[config.mk]
export PLATFORM = sky130hd
export DESIGN_NAME = sram_byte_ctrl
export DESIGN_NICKNAME = d
export VERILOG_FILES = /design/src/rtl/sram_byte_ctrl_pkg.sv /design/src/rtl/sram_byte_ctrl.sv
export SDC_FILE = /design/constraint.sdc
export NUM_CORES = 1
export LEC_CHECK = 0
export CAP_MARGIN = 5
export CORE_ASPECT_RATIO = 0.5
export CORE_MARGIN = 5
export CORE_UTILIZATION = 45
export CTS_BUF_LIST = sky130_fd_sc_hd__clkbuf_4 sky130_fd_sc_hd__clkbuf_8 sky130_fd_sc_hd__clkbuf_16
export DETAILED_ROUTE_END_ITERATION = 10
export PLACE_DENSITY_LB_ADDON = 0.25
export SETUP_SLACK_MARGIN = 0.05
export SYNTH_ARGS = -nofsm -noshare
export SYNTH_HDL_FRONTEND = slang
export SYNTH_SLANG_ARGS = --single-unit
[constraint.sdc]
create_clock -name clk -period 3.8 [get_ports clk]
set_input_delay 0.38 -clock clk [delete_from_list [all_inputs] [get_ports clk]]
set_output_delay 0.38 -clock clk [all_outputs]
set_load 0.1 [all_outputs]
[src/rtl/sram_byte_ctrl_pkg.sv]
// sram_byte_ctrl_pkg: shared constants and state encoding for the byte-serial SRAM initiator
package sram_byte_ctrl_pkg;
  localparam int BYTES = 4;
  localparam int MACRO_AW = 9;
  localparam int WORD_AW = MACRO_AW - 2;
  typedef enum logic [2:0] {IDLE, SETUP, STROBE, SAMPLE, RESP} state_t;
endpackage

[src/rtl/sram_byte_ctrl.sv]
// sram_byte_ctrl: splits 32-bit valid/ready word accesses into byte accesses on a single-port 8-bit macro
module sram_byte_ctrl
  import sram_byte_ctrl_pkg::*;
(
  input  logic                clk,
  input  logic                rst,
  input  logic                req_valid,
  output logic                req_ready,
  input  logic                req_we,
  input  logic [WORD_AW-1:0]  req_addr,
  input  logic [31:0]         req_wdata,
  input  logic [BYTES-1:0]    req_strb,
  output logic                rsp_valid,
  input  logic                rsp_ready,
  output logic [31:0]         rsp_rdata,
  output logic [MACRO_AW-1:0] sram_a,
  output logic                sram_ce,
  output logic                sram_csb,
  output logic                sram_web,
  output logic                sram_oeb,
  output logic [7:0]          sram_i,
  input  logic [7:0]          sram_o
);
  state_t r_state, w_next;
  logic r_we, w_we_n, w_accept, w_act, w_samp;
  logic [WORD_AW-1:0] r_addr, w_addr_n;
  logic [31:0] r_wdata, w_wdata_n;
  logic [BYTES-1:0] r_mask, w_mask_nxt, w_mask_clr;
  logic [1:0] w_lane, w_lane_nxt;
  assign req_ready = (r_state == IDLE) && !rst;
  assign rsp_valid = (r_state == RESP);
  assign w_accept = req_valid && req_ready;
  assign w_lane = r_mask[0] ? 2'd0 : r_mask[1] ? 2'd1 : r_mask[2] ? 2'd2 : 2'd3;
  assign w_lane_nxt = w_mask_nxt[0] ? 2'd0 : w_mask_nxt[1] ? 2'd1 : w_mask_nxt[2] ? 2'd2 : 2'd3;
  assign w_mask_clr = r_mask & ~(4'b0001 << w_lane);
  assign w_we_n = w_accept ? req_we : r_we;
  assign w_addr_n = w_accept ? req_addr : r_addr;
  assign w_wdata_n = w_accept ? req_wdata : r_wdata;
  assign w_act = (w_next == SETUP) || (w_next == STROBE);
  assign w_samp = (w_next == SAMPLE);
  always_comb begin
    w_next = r_state;
    w_mask_nxt = r_mask;
    case (r_state)
      IDLE: begin
        w_mask_nxt = w_accept ? (req_we ? req_strb : 4'hF) : r_mask;
        w_next = !w_accept ? IDLE : (|w_mask_nxt ? SETUP : RESP);
      end
      SETUP: w_next = STROBE;
      STROBE: begin
        w_mask_nxt = r_we ? w_mask_clr : r_mask;
        w_next = !r_we ? SAMPLE : (|w_mask_clr ? SETUP : RESP);
      end
      SAMPLE: begin
        w_mask_nxt = w_mask_clr;
        w_next = |w_mask_clr ? SETUP : RESP;
      end
      RESP: w_next = rsp_ready ? IDLE : RESP;
      default: w_next = IDLE;
    endcase
  end
  // Macro pins are registered from the next state so they change only on clk edges.
  always_ff @(posedge clk or posedge rst) begin
    if (rst) begin
      r_state <= IDLE;
      r_mask <= '0;
      r_we <= 1'b0;
      r_addr <= '0;
      r_wdata <= '0;
      rsp_rdata <= '0;
      sram_ce <= 1'b0;
      sram_csb <= 1'b1;
      sram_web <= 1'b1;
      sram_oeb <= 1'b1;
      sram_a <= '0;
      sram_i <= '0;
    end else begin
      r_state <= w_next;
      r_mask <= w_mask_nxt;
      r_we <= w_we_n;
      r_addr <= w_addr_n;
      r_wdata <= w_wdata_n;
      if (w_accept) rsp_rdata <= '0;
      else if (r_state == SAMPLE) rsp_rdata[{w_lane, 3'b000} +: 8] <= sram_o;
      sram_ce <= (w_next == STROBE);
      sram_csb <= !w_act;
      sram_web <= !(w_act && w_we_n);
      sram_oeb <= !w_samp;
      sram_a <= (w_act || w_samp) ? {w_addr_n, w_lane_nxt} : '0;
      sram_i <= w_act ? w_wdata_n[{w_lane_nxt, 3'b000} +: 8] : 8'h00;
    end
  end
endmodule

# Word level (Yosys, flattened, before mapping)
# Index checks and enable logic that the tools add are counted.
word_totals:
  wordCells: 67
  out_inout_bits: 55
  reg_bits: 100
  in_bits: 56
classes:
  muxes: 24
  n_shift: 4
  bitwise: 2
  n_addsub: 1
  n_eq_ne: 8
  reduce_logical: 15
op_table:
  columns: ["operator", "count"]
  rows:
  - ["$mux W32", 3]
  - ["$bwmux W32", 1]
  - ["$shift A8 B7 Y32 const A", 1]
  - ["$shiftx A32 B6 Y8", 1]
  - ["$shiftx A8 B7 Y32", 1]
  - ["$mux W3", 5]
  - ["$pmux W3 S5", 1]
  - ["$eq A3 B2 Y1 const B", 4]
  - ["$mux W4", 3]
  - ["$pmux W4 S3", 1]
  - ["$mux W9", 1]
  - ["$mux W2", 4]
  - ["$mux W8", 1]
  - ["$reduce_or A4 Y1", 2]
  - ["$mux W7", 1]
  - ["$neg A5 Y7", 1]
  - ["$eq A3 B1 Y1 const B", 2]
  - ["$and A4 B4 Y4", 1]
  - ["$logic_not A1 Y1", 4]
  - ["$not A4 Y4", 1]
  - ["$shl A1 B2 Y4 const A", 1]
  - ["$eq A3 B3 Y1 const B", 1]
  - ["$logic_and A1 B1 Y1", 3]
  - ["$logic_not A3 Y1", 1]
  - ["other kinds (6)", 9]

# Depth between registers and ports, before layout
# Gate-level depths: netlist of run 1.
depth:
  ltp_word: 14
  depth_mapped: 10
  ltp_nobuf: 9

# Least setup slack after synthesis of run 1
# OpenSTA, ideal clock, no wires.
synth_path:
  path_kind: "reg2reg"
  start: "register r_mask[1]"
  end: "register sram_i[1]"
  slack_ns: 1.474
  arrival_time_ns: 2.230
  period_less_slack_ns: 2.326
  required_ns: 3.704
  setup_ns: 0.096
  n_path_buf: 1
  stages_incl_launch_ff: 11
  cell_sequence: "dfrtp_1 -> inv_1 -> a21oi_1 -> inv_1 -> ha_1 -> o21ai_0 -> a32oi_2 -> and2_1 -> buf_2 -> a311o_1 -> a311oi_2"
synth_via:
  elab_chain_cells: 12
  word_cells_on_any_way: 23
  classes_between: "eq/ne (2); shift (2); mux (14); bitwise (2); reduce/logical (3)"
synth_lines:
  columns: ["element", "line_no", "text"]
  rows:
  - ["start, declared", "sram_byte_ctrl.sv:28", "logic [BYTES-1:0] r_mask, w_mask_nxt, w_mask_clr;"]
  - ["start signal, assigned", "sram_byte_ctrl.sv:79", "r_mask <= w_mask_nxt;"]
  - ["$mux W2 (2 in series)", "sram_byte_ctrl.sv:33", "assign w_lane = r_mask[0] ? 2'd0 : r_mask[1] ? 2'd1 : r_mask[2] ? 2'd2 : 2'd3;"]
  - ["$shl A1 B2 Y4", "sram_byte_ctrl.sv:35", "assign w_mask_clr = r_mask & ~(4'b0001 << w_lane);"]
  - ["$not A4 Y4", "sram_byte_ctrl.sv:35", null]
  - ["$and A4 B4 Y4", "sram_byte_ctrl.sv:35", null]
  - ["$mux W4 / $reduce_or A4 Y1 (equally long branches)", "sram_byte_ctrl.sv:51, sram_byte_ctrl.sv:52, sram_byte_ctrl.sv:56", null]
  - ["$pmux W4 S3 / $mux W3 (equally long branches)", "sram_byte_ctrl.sv:44, sram_byte_ctrl.sv:52, sram_byte_ctrl.sv:56", null]
  - ["$mux W1 / $mux W3 (equally long branches)", "sram_byte_ctrl.sv:34, sram_byte_ctrl.sv:52", null]
  - ["$mux W2 / $pmux W3 S5 (equally long branches)", "sram_byte_ctrl.sv:34, sram_byte_ctrl.sv:44", null]
  - ["$mux W2, or another cell as far along", "sram_byte_ctrl.sv:34", "assign w_lane_nxt = w_mask_nxt[0] ? 2'd0 : w_mask_nxt[1] ? 2'd1 : w_mask_nxt[2] ? 2'd2 : 2'd3;"]
  - ["$shiftx A32 B6 Y8 / $logic_or A1 B1 Y1 (equally long branches)", "sram_byte_ctrl.sv:90, sram_byte_ctrl.sv:39", null]
  - ["$mux W8 *", "sram_byte_ctrl.sv:90", "sram_i <= w_act ? w_wdata_n[{w_lane_nxt, 3'b000} +: 8] : 8'h00;"]
  - ["end signal, assigned", "sram_byte_ctrl.sv:90", null]
  - ["end, declared", "sram_byte_ctrl.sv:21", "output logic [7:0] sram_i,"]
# Mark *: on every way between the ends. The rest lies on a longest branch, timed or not. The select of a mux whose other input is x is not followed.
# A chain may end at the register's enable or synchronous reset.

# Worst setup path in the final report of run 1
layout_path:
  start: "register r_mask[1]"
  end: "register rsp_rdata[17]"
layout_via:
  elab_chain_cells: 7
  word_cells_on_any_way: 8
  classes_between: "add/sub (1); shift (2); mux (5)"
layout_lines:
  columns: ["element", "line_no", "text"]
  rows:
  - ["$mux W2 * (2 in series)", "sram_byte_ctrl.sv:33", null]
  - ["$neg A5 Y7 *", "sram_byte_ctrl.sv:84", "else if (r_state == SAMPLE) rsp_rdata[{w_lane, 3'b000} +: 8] <= sram_o;"]
  - ["$shiftx A8 B7 Y32 / $shift A8 B7 Y32 (equally long branches)", "sram_byte_ctrl.sv:84", null]
  - ["$bwmux W32 *", "sram_byte_ctrl.sv:84", null]
  - ["$mux W32 *", "sram_byte_ctrl.sv:84", null]
  - ["$mux W32 *", "sram_byte_ctrl.sv:83", "if (w_accept) rsp_rdata <= '0;"]
  - ["end signal, assigned by index", "sram_byte_ctrl.sv:84", null]
  - ["end, declared", "sram_byte_ctrl.sv:15", "output logic [31:0] rsp_rdata,"]
# Marked as above.

==> results of run 1 <==
-- cells in the mapped netlist, types with 2 or more instances --
cell type | n | area share [%]
dfrtp_1 | 97 | 57
nand2b_1 | 5 | 0.73
nand3b_1 | 2 | 0.35
nand2_1 | 68 | 5.9
clkbuf_1 | 6 | 0.52
a311o_1 | 8 | 1.9
o21a_1 | 4 | 0.70
nand3_1 | 10 | 1.2
or2_2 | 2 | 0.29
a21o_1 | 8 | 1.4
mux2_2 | 16 | 4.2
ha_1 | 6 | 1.7
and2_1 | 4 | 0.58
a311oi_1 | 6 | 1.2
dfstp_2 | 3 | 1.8
buf_2 | 8 | 0.93
o22a_1 | 2 | 0.41
buf_1 | 5 | 0.44
a22o_1 | 16 | 3.3
inv_1 | 7 | 0.61
a21oi_1 | 20 | 2.3
a221oi_1 | 8 | 1.6
nor2_1 | 21 | 1.8
o211ai_1 | 2 | 0.35
nor3_1 | 5 | 0.58
nor2b_1 | 5 | 0.73
or3_1 | 2 | 0.29
and3_1 | 8 | 1.2
a22oi_1 | 8 | 1.4
o21ai_0 | 3 | 0.35
a311oi_2 | 2 | 0.70
-- per-stage QoR --
stage	setup WS, ps	cell area, um^2
after global placement	918	5530
after floorplan	806	4290
after detailed placement	825	5530
after CTS	977	5830
final	939	5830
after global routing	675	5830
-- area by class of cell --
class / instances / area share [%]
timing repair buffer: 117 / 19.9
inverter: 7 / 0.493
clock buffer: 11 / 4.23
multi-input combinational: 256 / 28.7
sequential: 100 / 43.0
tap: 121 / 2.60
clock inverter: 5 / 1.05
-- cell families after synthesis --
logic type | after synthesis | synth area share [%]
buf+inv | 27 | 2.68
flops | 100 | 58.4
mux | 17 | 4.52
compound gates | 94 | 17.2
fa+ha+maj | 6 | 1.75
simple gates | 139 | 15.5
-- how the worst min path moves through the flow --
stage	endpoint	slack (ps)	depth (start not counted)
final	r_wdata[31]$_DFF_PP0_	470	2
after global routing	r_wdata[20]$_DFF_PP0_	480	1
after CTS	r_wdata[27]$_DFF_PP0_	470	2
after detailed placement	r_wdata[27]$_DFF_PP0_	460	2
after global placement	r_addr[6]$_DFF_PP0_	450	2
after floorplan	r_wdata[25]$_DFF_PP0_	440	2
-- critical path, delay by kind of cell, from the launching register on --
family	cells	cell delay (ps)
DFF	1	420
adders and majority gates	1	360
buffers and inverters	2	280
and+or+nand+nor	3	1130
AOI/OAI and AO/OA	2	610
-- power by group through the flow --
stage	Combinational, mW	Clock (mW)	Sequential, mW
after detailed placement	2.38	0	1.62
after floorplan	1.10	0	2.33
final	2.37	0.925	1.61
after global routing	2.54	0.990	1.64
after global placement	2.34	0	1.61
after CTS	2.38	0.946	1.61
-- sequential cells by signal, summed over array words and instances (netlist names) --
name	count
r_addr	7
sram_csb	1
rsp_rdata	32
r_we	1
sram_ce	1
sram_web	1
r_wdata	32
sram_oeb	1
r_state	3
sram_a	9
sram_i	8
r_mask	4
-- per-layer routing --
layer | share of wire (%) | vias up | global-route usage [%]
met4 | 1.1 | 0 | 5.07
met2 | 48 | 105 | 30.3
met1 | 45 | 1678 | 24.7
li1 | - | 1590 | -
met5 | 0 | - | 0
met3 | 6.2 | 9 | 4.96
==> results.rst, run 1 <==
.. list-table::
   :header-rows: 1

   * - Metric
     - Value
   * - # diodes
     - 0
   * - Fill count
     - 777
   * - Vias
     - 3382
   * - Count of flip-flops with a built-in enable after synthesis
     - 0
   * - CTS tree
     - yes
   * - Internal reg-to-reg setup slack
     - 940 ps
   * - Setup bufs post-CTS
     - 0
   * - Net Count, Synth
     - 445
   * - Root buffer cell
     - clkbuf_16
   * - Most frequent standard cell in the layout excluding fill and tap cells
     - clkdlybuf4s50_1
   * - Vias in the first global route
     - 3341
   * - Slew of the pin with the lowest slew margin
     - 1010 ps
   * - Global route overflow
     - 0
   * - Synthesized netlist cell count
     - 383
   * - Worst IR Drop VDD
     - 0.000378 V
   * - Sink Count
     - 100
   * - Die area
     - 11700 um^2
   * - Hold buffers post-CTS
     - 0
   * - Area of all sequential standard cells
     - 2510 um^2
   * - Number of design-rule violations left by the first detailed-router iteration
     - 195
   * - First-pass GRT wire length
     - 17100 um
   * - Total wirelength of the detailed-routed design
     - 10400 um
   * - Cells along the critical path
     - inv_1 -> a21oi_1 -> inv_1 -> ha_1 -> nor2b_1 -> nor3b_2 -> a22oi_1 -> nor2_1
   * - Part of the total power dissipated in combinational logic
     - 48.3%
   * - Initial Util
     - 45.8%
   * - Count of final setup violators
     - 0
   * - Number of clock buffers inserted by TritonCTS
     - 9
   * - Share of post-route cells with drive strength above 1
     - 11.3%
   * - Count of TritonRoute iterations in the first routing pass
     - 4
   * - Total negative slack
     - 0 ps
   * - Proportion of synthesized flip-flops having asynchronous set or reset
     - 100%
   * - DRC violation count after routing
     - 0
   * - Synth unique cells
     - 47
   * - Cts repair resizes
     - 0
   * - Area of the mapped netlist
     - 4290 um^2
   * - Clock insertion delay at the later pin of the skew report
     - 340 ps
   * - Post-detailed-route via-to-cell ratio
     - 5.48
   * - Critical-path top delay cell
     - nor3b_2
   * - Sw Share
     - 44.8%
   * - Count of final max-slew check failures
     - 0
   * - Post-Route Hold Slack
     - 474 ps
   * - Count of warnings emitted by yosys
     - 0
   * - P_leak
     - 2.61 nW
   * - Highest-count cells in the layout ignoring fill and taps
     - 109 x clkdlybuf4s50_1, 97 x dfrtp_1, 67 x nand2_1
   * - Clock power share
     - 18.9%
   * - Last weighted congestion value of the routability-driven placer
     - 0.780
   * - Clock-pin slew on the worst setup and hold paths
     - 70 ps
   * - Endpoint of the most critical setup path
     - rsp_rdata[17]$_DFFE_PP0P_
   * - Register bit total from synthesis
     - 100
   * - P_int
     - 2.70 mW
   * - Sum of internal, switching and leakage power
     - 4.90 mW
   * - HPWL Detailed
     - 7410 um
   * - Die X
     - 148 um
   * - Peak per-stage delay on the critical path
     - 540 ps
   * - Highest net fanout along the worst path
     - 9
   * - Initial antenna violation count
     - 0
   * - Crit Reg-Reg Endpoint
     - rsp_rdata[17]$_DFFE_PP0P_
   * - Worst relative slew slack
     - 32.4%
   * - F_max
     - 350 MHz
   * - Switching power
     - 2.19 mW
   * - Status
     - completed
   * - Vertical die dimension
     - 79.1 um
   * - Reg2reg path depth
     - 8
   * - Sort of element at the end of the critical path
     - register
   * - Number of maximum-capacitance constraint violations
     - 0
   * - Mean cell area of the mapped netlist
     - 11.2 um^2
   * - Origin of the critical flop-to-flop path
     - r_mask[1]$_DFF_PP0_
   * - Post-route non-filler standard cell count
     - 617
   * - Final worst-path cycle share
     - 75.3%
   * - Data arrival time of the critical path
     - 3140 ps
   * - Num rows
     - 25
   * - Path class of the lowest-slack min-delay path
     - reg -> reg
   * - Unrepaired setup endpoints after global routing
     - false
   * - Number of cells in the design after placement
     - 601
   * - Primary flip-flop cell chosen by synthesis mapping
     - dfrtp_1
   * - Sequential fraction of design power
     - 32.8%
   * - Port Buffers
     - 110
   * - Share of the yosys chip area belonging to registers
     - 58.4%
   * - Total number of H-tree levels
     - 3
   * - Min Clock Period, post-route
     - 2860 ps
   * - Number of placed I/O pins
     - 111
   * - Total global-route track usage
     - 18.5%
   * - Net count, final
     - 553
   * - End-of-flow core utilization
     - 62.2%
   * - Final count of hold timing violations
     - 0
   * - Startpoint class of the critical path
     - register
   * - Power density normalized to cell area
     - 839 nW/um^2
   * - Multi-input gate area
     - 1680 um^2
   * - Required time at the endpoint of the critical path
     - 4080 ps
   * - Clock tree skew after final layout
     - 8.58 ps
   * - Per-cell routed wire length
     - 16.9 um
   * - Core area
     - 9380 um^2
   * - Antenna-violating nets left
     - 0
   * - Layout overhead on the synthesized area
     - 35.8%
   * - Maximum number of pins on one net before global-route repair
     - 101
   * - Critical Path Source
     - r_mask[1]$_DFF_PP0_
   * - Min-Delay Startpoint
     - r_wdata[31]$_DFF_PP0_
   * - Critical path type
     - reg -> reg
   * - Most frequent cell on the critical path
     - inv_1
   * - Buffer depth of the longest clock path
     - 2
No activity file was read; power rests on OpenSTA's default activity.
==> run 2, diff against run 1 <==
==> constraint.sdc (replaced) <==
create_clock -name clk -period 2.93 [get_ports clk]
set_input_delay 0.293 -clock clk [delete_from_list [all_inputs] [get_ports clk]]
set_output_delay 0.293 -clock clk [all_outputs]
set_load 0.1 [all_outputs]
==> results.rst, run 2 (synthesized netlist as in run 1, its figures left out) <==
.. list-table::
   :header-rows: 1

   * - Metric
     - Value
   * - Required time at the endpoint of the critical path
     - 3170 ps (was 4080 ps)
   * - Total global-route track usage
     - 18.1% (was 18.5%)
   * - Cts repair resizes
     - 0 (unchanged)
   * - Status
     - completed (unchanged)
   * - Count of final max-slew check failures
     - 0 (unchanged)
   * - Antenna-violating nets left
     - 0 (unchanged)
   * - Reg2reg path depth
     - 9 (was 8)
   * - Share of post-route cells with drive strength above 1
     - 23.6% (was 11.3%)
   * - Num rows
     - 25 (unchanged)
   * - Initial Util
     - 45.8% (unchanged)
   * - Count of TritonRoute iterations in the first routing pass
     - 4 (unchanged)
   * - Net count, final
     - 562 (was 553)
   * - Total negative slack
     - 0 ps (unchanged)
   * - Crit Reg-Reg Endpoint
     - sram_i[5]$_DFF_PP0_ (was rsp_rdata[17]$_DFFE_PP0P_)
   * - Sort of element at the end of the critical path
     - register (unchanged)
   * - Hold buffers post-CTS
     - 0 (unchanged)
   * - Final cell area excluding filler cells
     - 5770 um^2 (was 5830 um^2)
   * - Buffer depth of the longest clock path
     - 2 (unchanged)
   * - Last weighted congestion value of the routability-driven placer
     - 0.810 (was 0.780)
   * - Count of final setup violators
     - 0 (unchanged)
   * - Most frequent standard cell in the layout excluding fill and tap cells
     - dfrtp_1 (was clkdlybuf4s50_1)
   * - Vias in the first global route
     - 3284 (was 3341)
   * - F_max
     - 403 MHz (was 350 MHz)
   * - First-pass GRT wire length
     - 16800 um (was 17100 um)
   * - Vias
     - 3380 (was 3382)
   * - Highest-count cells in the layout ignoring fill and taps
     - 97 x dfrtp_1, 68 x buf_4, 67 x nand2_1 (was 109 x clkdlybuf4s50_1, 97 x dfrtp_1, 67 x nand2_1)
   * - Core area
     - 9380 um^2 (unchanged)
   * - Data arrival time of the critical path
     - 2720 ps (was 3140 ps)
   * - Die area
     - 11700 um^2 (unchanged)
   * - Clock tree skew after final layout
     - 4.39 ps (was 8.58 ps)
   * - Number of clock buffers inserted by TritonCTS
     - 9 (unchanged)
   * - Sink Count
     - 100 (unchanged)
   * - Clock-pin slew on the worst setup and hold paths
     - 70 ps (about the same)
   * - P_int
     - 3.44 mW (was 2.70 mW)
   * - Part of the total power dissipated in combinational logic
     - 49.5% (was 48.3%)
   * - Internal reg-to-reg setup slack
     - 450 ps (was 940 ps)
   * - Worst relative slew slack
     - 48.9% (was 32.4%)
   * - Number of design-rule violations left by the first detailed-router iteration
     - 207 (was 195)
   * - Vertical die dimension
     - 79.1 um (unchanged)
   * - Sequential fraction of design power
     - 33.0% (was 32.8%)
   * - Root buffer cell
     - clkbuf_16 (unchanged)
   * - CTS tree
     - yes (unchanged)
   * - Number of placed I/O pins
     - 111 (unchanged)
   * - Slew of the pin with the lowest slew margin
     - 761 ps (was 1010 ps)
   * - Final worst-path cycle share
     - 84.6% (was 75.3%)
   * - Path class of the lowest-slack min-delay path
     - in -> async (was reg -> reg)
   * - Post-DP Area
     - 5480 um^2 (was 5530 um^2)
   * - Clock insertion delay at the later pin of the skew report
     - 330 ps (was 340 ps)
   * - End-of-flow core utilization
     - 61.5% (was 62.2%)
   * - Worst IR Drop VDD
     - 0.000475 V (was 0.000378 V)
   * - Clock power share
     - 17.5% (was 18.9%)
   * - Global route overflow
     - 0 (unchanged)
   * - Sum of internal, switching and leakage power
     - 6.30 mW (was 4.90 mW)
   * - Highest net fanout along the worst path
     - 8 (was 9)
   * - Min Clock Period, post-route
     - 2480 ps (was 2860 ps)
   * - Critical path type
     - reg -> reg (unchanged)
   * - Final count of hold timing violations
     - 0 (unchanged)
   * - Origin of the critical flop-to-flop path
     - r_mask[0]$_DFF_PP0_ (was r_mask[1]$_DFF_PP0_)
   * - Startpoint class of the critical path
     - register (unchanged)
   * - P_leak
     - 2.75 nW (was 2.61 nW)
   * - HPWL Detailed
     - 7610 um (was 7410 um)
   * - Total wirelength of the detailed-routed design
     - 10300 um (was 10400 um)
   * - Unrepaired setup endpoints after global routing
     - false (unchanged)
   * - DRC violation count after routing
     - 0 (unchanged)
   * - Critical-path top delay cell
     - dfrtp_1 (was nor3b_2)
   * - Setup bufs post-CTS
     - 0 (unchanged)
   * - Sw Share
     - 45.4% (was 44.8%)
   * - Maximum number of pins on one net before global-route repair
     - 62 (was 101)
   * - Port Buffers
     - 110 (unchanged)
   * - Per-cell routed wire length
     - 16.5 um (was 16.9 um)
   * - Total number of H-tree levels
     - 3 (unchanged)
   * - Layout overhead on the synthesized area
     - 34.3% (was 35.8%)
   * - Post-detailed-route via-to-cell ratio
     - 5.40 (was 5.48)
   * - Cells along the critical path
     - or2_2 -> inv_1 -> ha_1 -> o21ai_0 -> a32oi_2 -> buf_4 -> a221oi_1 -> a311o_1 -> a311oi_1 (was inv_1 -> a21oi_1 -> inv_1 -> ha_1 -> nor2b_1 -> nor3b_2 -> a22oi_1 -> nor2_1)
   * - Number of maximum-capacitance constraint violations
     - 0 (unchanged)
   * - # diodes
     - 0 (unchanged)
   * - Power density normalized to cell area
     - 1090 nW/um^2 (was 839 nW/um^2)
   * - Switching power
     - 2.86 mW (was 2.19 mW)
   * - Initial antenna violation count
     - 0 (unchanged)
   * - Largest registers
     - r_wdata: 32 flops, rsp_rdata: 32 flops, sram_a: 9 flops (unchanged)
   * - Die X
     - 148 um (unchanged)
   * - Peak per-stage delay on the critical path
     - 460 ps (was 540 ps)
   * - Post-Route Hold Slack
     - 439 ps (was 474 ps)
## run 2: critical path, delay by kind of cell, from the launching register on
| family | cells | cell delay, ps |
|---|---|---|
| flip-flops | 1 | 460 |
| buffers and inverters | 2 | 330 |
| AND/OR/NAND/NOR | 1 | 350 |
| adder cells (fa/ha/maj) | 1 | 190 |
| AO/OA/AOI/OAI | 5 | 1040 |
## run 2: layer usage
metal / GRT usage, % / up-vias / part of all wire, %
li1: - / 1612 / -
met5: 0 / - / 0
met1: 25.2 / 1676 / 46
met3: 4.22 / 4 / 5.1
met2: 29.1 / 88 / 48
met4: 4.42 / 0 / 0.60
## run 2: power by group through the flow
stage / registers [mW] / logic [mW] / clock network (mW)
final: 2.08 / 3.12 / 1.10
after floorplan: 3.02 / 1.42 / 0
after detailed placement: 2.10 / 3.13 / 0
after CTS: 2.08 / 3.14 / 1.14
after global routing: 2.13 / 3.34 / 1.19
after global placement: 2.09 / 3.09 / 0
## run 2: how the worst max path moves through the flow
stage                   startpoint                       end  slack, ps
2_1_floorplan  r_mask[1]$_DFF_PP0_       sram_i[1]$_DFF_PP0_        600
3_3_place_gp                   rst       sram_i[4]$_DFF_PP0_        310
3_5_place_dp                   rst  rsp_rdata[1]$_DFFE_PP0P_        270
4_1_cts        r_mask[0]$_DFF_PP0_       sram_i[5]$_DFF_PP0_        430
5_1_grt        r_mask[0]$_DFF_PP0_       sram_i[5]$_DFF_PP0_        270
6_report       r_mask[0]$_DFF_PP0_       sram_i[5]$_DFF_PP0_        450
## run 2: cell type report
cell class                      count  area, um^2
Fill cell                         784        3620
Sequential cell                   100        2510
Multi-Input combinational cell    256        1680
Timing Repair Buffer              126        1120
Clock buffer                       11         246
Tap cell                          121         151
Clock inverter                      5        36.3
Inverter                            7        30.0
## run 2: through the flow
| step | setup slack, ps | std cells |
|---|---|---|
| global placement | 309 | 610 |
| CTS | 428 | 626 |
| finish | 450 | 626 |
| floorplan | 604 | 383 |
| global route | 270 | 626 |
| detailed placement | 274 | 610 |
==> run 3, diff against run 2 <==
==> constraint.sdc (replaced) <==
create_clock -name clk -period 2.32 [get_ports clk]
set_input_delay 0.232 -clock clk [delete_from_list [all_inputs] [get_ports clk]]
set_output_delay 0.232 -clock clk [all_outputs]
set_load 0.1 [all_outputs]
==> results.rst, run 3 (synthesized netlist as in run 1, its figures left out) <==
.. list-table::
   :header-rows: 1

   * - Metric
     - Value
   * - Number of maximum-capacitance constraint violations
     - 0 (unchanged)
   * - DRC violation count after routing
     - 0 (unchanged)
   * - Total negative slack
     - 0 ps (unchanged)
   * - Maximum number of pins on one net before global-route repair
     - 37 (was 62)
   * - Total wirelength of the detailed-routed design
     - 10900 um (was 10300 um)
   * - Fill count
     - 769 (was 784)
   * - Count of final setup violators
     - 0 (unchanged)
   * - Final cell area excluding filler cells
     - 6060 um^2 (was 5770 um^2)
   * - Initial Util
     - 45.8% (unchanged)
   * - Unrepaired setup endpoints after global routing
     - false (unchanged)
   * - Buffer depth of the longest clock path
     - 2 (unchanged)
   * - Internal reg-to-reg setup slack
     - 180 ps (was 450 ps)
   * - Number of clock buffers inserted by TritonCTS
     - 9 (unchanged)
   * - Total global-route track usage
     - 19.2% (was 18.1%)
   * - Post-Route Hold Slack
     - 443 ps (was 439 ps)
   * - Data arrival time of the critical path
     - 2390 ps (was 2720 ps)
   * - Count of cells along the worst hold path
     - 3
   * - Sort of element at the end of the critical path
     - register (unchanged)
   * - Worst setup margin
     - 178 ps (was 450 ps)
   * - Num rows
     - 25 (unchanged)
   * - Vertical die dimension
     - 79.1 um (unchanged)
   * - F_max
     - 467 MHz (was 403 MHz)
   * - Sink Count
     - 100 (unchanged)
   * - Number of design-rule violations left by the first detailed-router iteration
     - 174 (was 207)
   * - Path class of the lowest-slack min-delay path
     - in -> reg (was in -> async)
   * - Share of post-route cells with drive strength above 1
     - 27.2% (was 23.6%)
   * - Largest registers
     - r_wdata: 32 flops, rsp_rdata: 32 flops, sram_a: 9 flops (unchanged)
   * - P_leak
     - 2.90 nW (was 2.75 nW)
   * - Status
     - completed (unchanged)
   * - Crit Reg-Reg Endpoint
     - sram_i[0]$_DFF_PP0_ (was sram_i[5]$_DFF_PP0_)
   * - Reg2reg path depth
     - 9 (unchanged)
   * - Most frequent standard cell in the layout excluding fill and tap cells
     - dfrtp_1 (unchanged)
   * - Number of cells in the design after placement
     - 631 (was 610)
   * - Min-Delay Startpoint
     - req_addr[4]
   * - Last weighted congestion value of the routability-driven placer
     - 0.826 (was 0.810)
   * - Startpoint class of the critical path
     - register (unchanged)
   * - Clock tree skew after final layout
     - 5.21 ps (was 4.39 ps)
   * - Vias in the first global route
     - 3541 (was 3284)
   * - Count of TritonRoute iterations in the first routing pass
     - 5 (was 4)
   * - Root buffer cell
     - clkbuf_16 (unchanged)
   * - Power density normalized to cell area
     - 1410 nW/um^2 (was 1090 nW/um^2)
   * - Critical path type
     - reg -> reg (unchanged)
   * - Die area
     - 11700 um^2 (unchanged)
   * - Worst-case setup slack after placement
     - -27.7 ps (was 274 ps)
   * - Vias
     - 3496 (was 3380)
   * - Port Buffers
     - 110 (unchanged)
   * - Min Clock Period, post-route
     - 2140 ps (was 2480 ps)
   * - Final count of hold timing violations
     - 0 (unchanged)
   * - First-pass GRT wire length
     - 17700 um (was 16800 um)
   * - Die X
     - 148 um (unchanged)
   * - Worst relative slew slack
     - 55.4% (was 48.9%)
   * - Post-route non-filler standard cell count
     - 647 (was 626)
   * - Clock insertion delay at the later pin of the skew report
     - 340 ps (was 330 ps)
   * - Number of placed I/O pins
     - 111 (unchanged)
   * - Slew of the pin with the lowest slew margin
     - 669 ps (was 761 ps)
   * - Worst IR Drop VDD
     - 0.000626 V (was 0.000475 V)
   * - Clock-pin slew on the worst setup and hold paths
     - 70 ps (about the same)
   * - Required time at the endpoint of the critical path
     - 2560 ps (was 3170 ps)
   * - HPWL Detailed
     - 8070 um (was 7610 um)
   * - Net count, final
     - 585 (was 562)
   * - Endpoint of the worst hold-timing path
     - r_addr[4]$_DFF_PP0_
   * - Antenna-violating nets left
     - 0 (unchanged)
   * - Total number of H-tree levels
     - 3 (unchanged)
   * - # diodes
     - 0 (unchanged)
   * - Highest-count cells in the layout ignoring fill and taps
     - 97 x dfrtp_1, 83 x buf_4, 67 x nand2_1 (was 97 x dfrtp_1, 68 x buf_4, 67 x nand2_1)
   * - CTS tree
     - yes (unchanged)
   * - Count of final max-slew check failures
     - 0 (unchanged)
   * - Core area
     - 9380 um^2 (unchanged)
   * - Initial antenna violation count
     - 0 (unchanged)
   * - Highest net fanout along the worst path
     - 8 (unchanged)
   * - Layout overhead on the synthesized area
     - 41.0% (was 34.3%)
   * - Global route overflow
     - 0 (unchanged)
   * - Origin of the critical flop-to-flop path
     - r_mask[1]$_DFF_PP0_ (was r_mask[0]$_DFF_PP0_)
   * - Final worst-path cycle share
     - 92.3% (was 84.6%)
   * - Per-cell routed wire length
     - 16.9 um (was 16.5 um)
   * - Post-DP Area
     - 5730 um^2 (was 5480 um^2)
   * - Post-detailed-route via-to-cell ratio
     - 5.40 (about the same)
## run 3: cell types whose count changed in the layout (fill, tap and decap cells not counted), sizes merged
cell      before  now
clkinv         4    1
buf           71   94
clkbuf        11   10
clkinvlp       1    2
bufinv         0    1
## run 3: metal layers
layer | up-vias | global-route usage [%] | part of all wire, %
met5 | - | 0 | 0
met4 | 0 | 5.35 | 1.2
met3 | 12 | 5.07 | 5.0
met2 | 95 | 31.7 | 50
met1 | 1733 | 25.3 | 44
li1 | 1656 | - | -
## run 3: how the worst max path moves through the flow
| stage | start | endpoint | slack, ps |
|---|---|---|---|
| 2_1_floorplan | r_state[2]$_DFF_PP0_ | sram_i[0]$_DFF_PP0_ | 80 |
| 3_3_place_gp | rst | sram_i[4]$_DFF_PP0_ | 20 |
| 3_5_place_dp | rst | sram_i[0]$_DFF_PP0_ | -30 |
| 4_1_cts | r_mask[1]$_DFF_PP0_ | sram_i[0]$_DFF_PP0_ | 60 |
| 5_1_grt | r_state[2]$_DFF_PP0_ | sram_i[1]$_DFF_PP0_ | 50 |
| 6_report | r_mask[1]$_DFF_PP0_ | sram_i[0]$_DFF_PP0_ | 180 |
## run 3: worst max-delay path, cell delays in order, from the launching register on
cell and delay (ps):
dfrtp_1 410, or2_4 250, inv_1 70, ha_1 190, o21ai_2 80, a32oi_2 220, buf_6 170, a221oi_1 70
a311o_1 330, a311oi_1 250
## run 3: cell type report
class	instances	area, um^2	share of cell area (%)
sequential	100	2510	41.4
multi-input combinational	256	1700	28.1
timing repair buffer	149	1390	22.9
clock buffer	10	233	3.84
tap	121	151	2.50
clock inverter	4	51.3	0.847
inverter	7	30.0	0.496
## run 3: stage by stage
| step | power, mW | utilization [%] |
|---|---|---|
| 2_1_floorplan | 5.62 | - |
| 3_3_place_gp | 6.98 | 61.1 |
| 3_5_place_dp | 7.06 | 61.1 |
| 4_1_cts | 8.58 | 64.3 |
| 5_1_grt | 9.02 | 64.5 |
| 6_report | 8.56 | 64.5 |
## run 3: power by group
group,leakage [nW],total [mW],switching [mW],internal [mW]
clock network,0.138,1.46,0.623,0.838
logic,1.47,4.49,2.85,1.65
registers,1.29,2.61,0.282,2.33
total,2.90,8.56,3.75,4.81
## run 3: what timing repair did
action,CTS,global route
setup endpoints to repair,9,26
endpoints found under the hold margin,0,0
buffers inserted,2,0
pin swaps,1,2
hold buffers,0,0
cloned,0,0
resized for setup,1,6
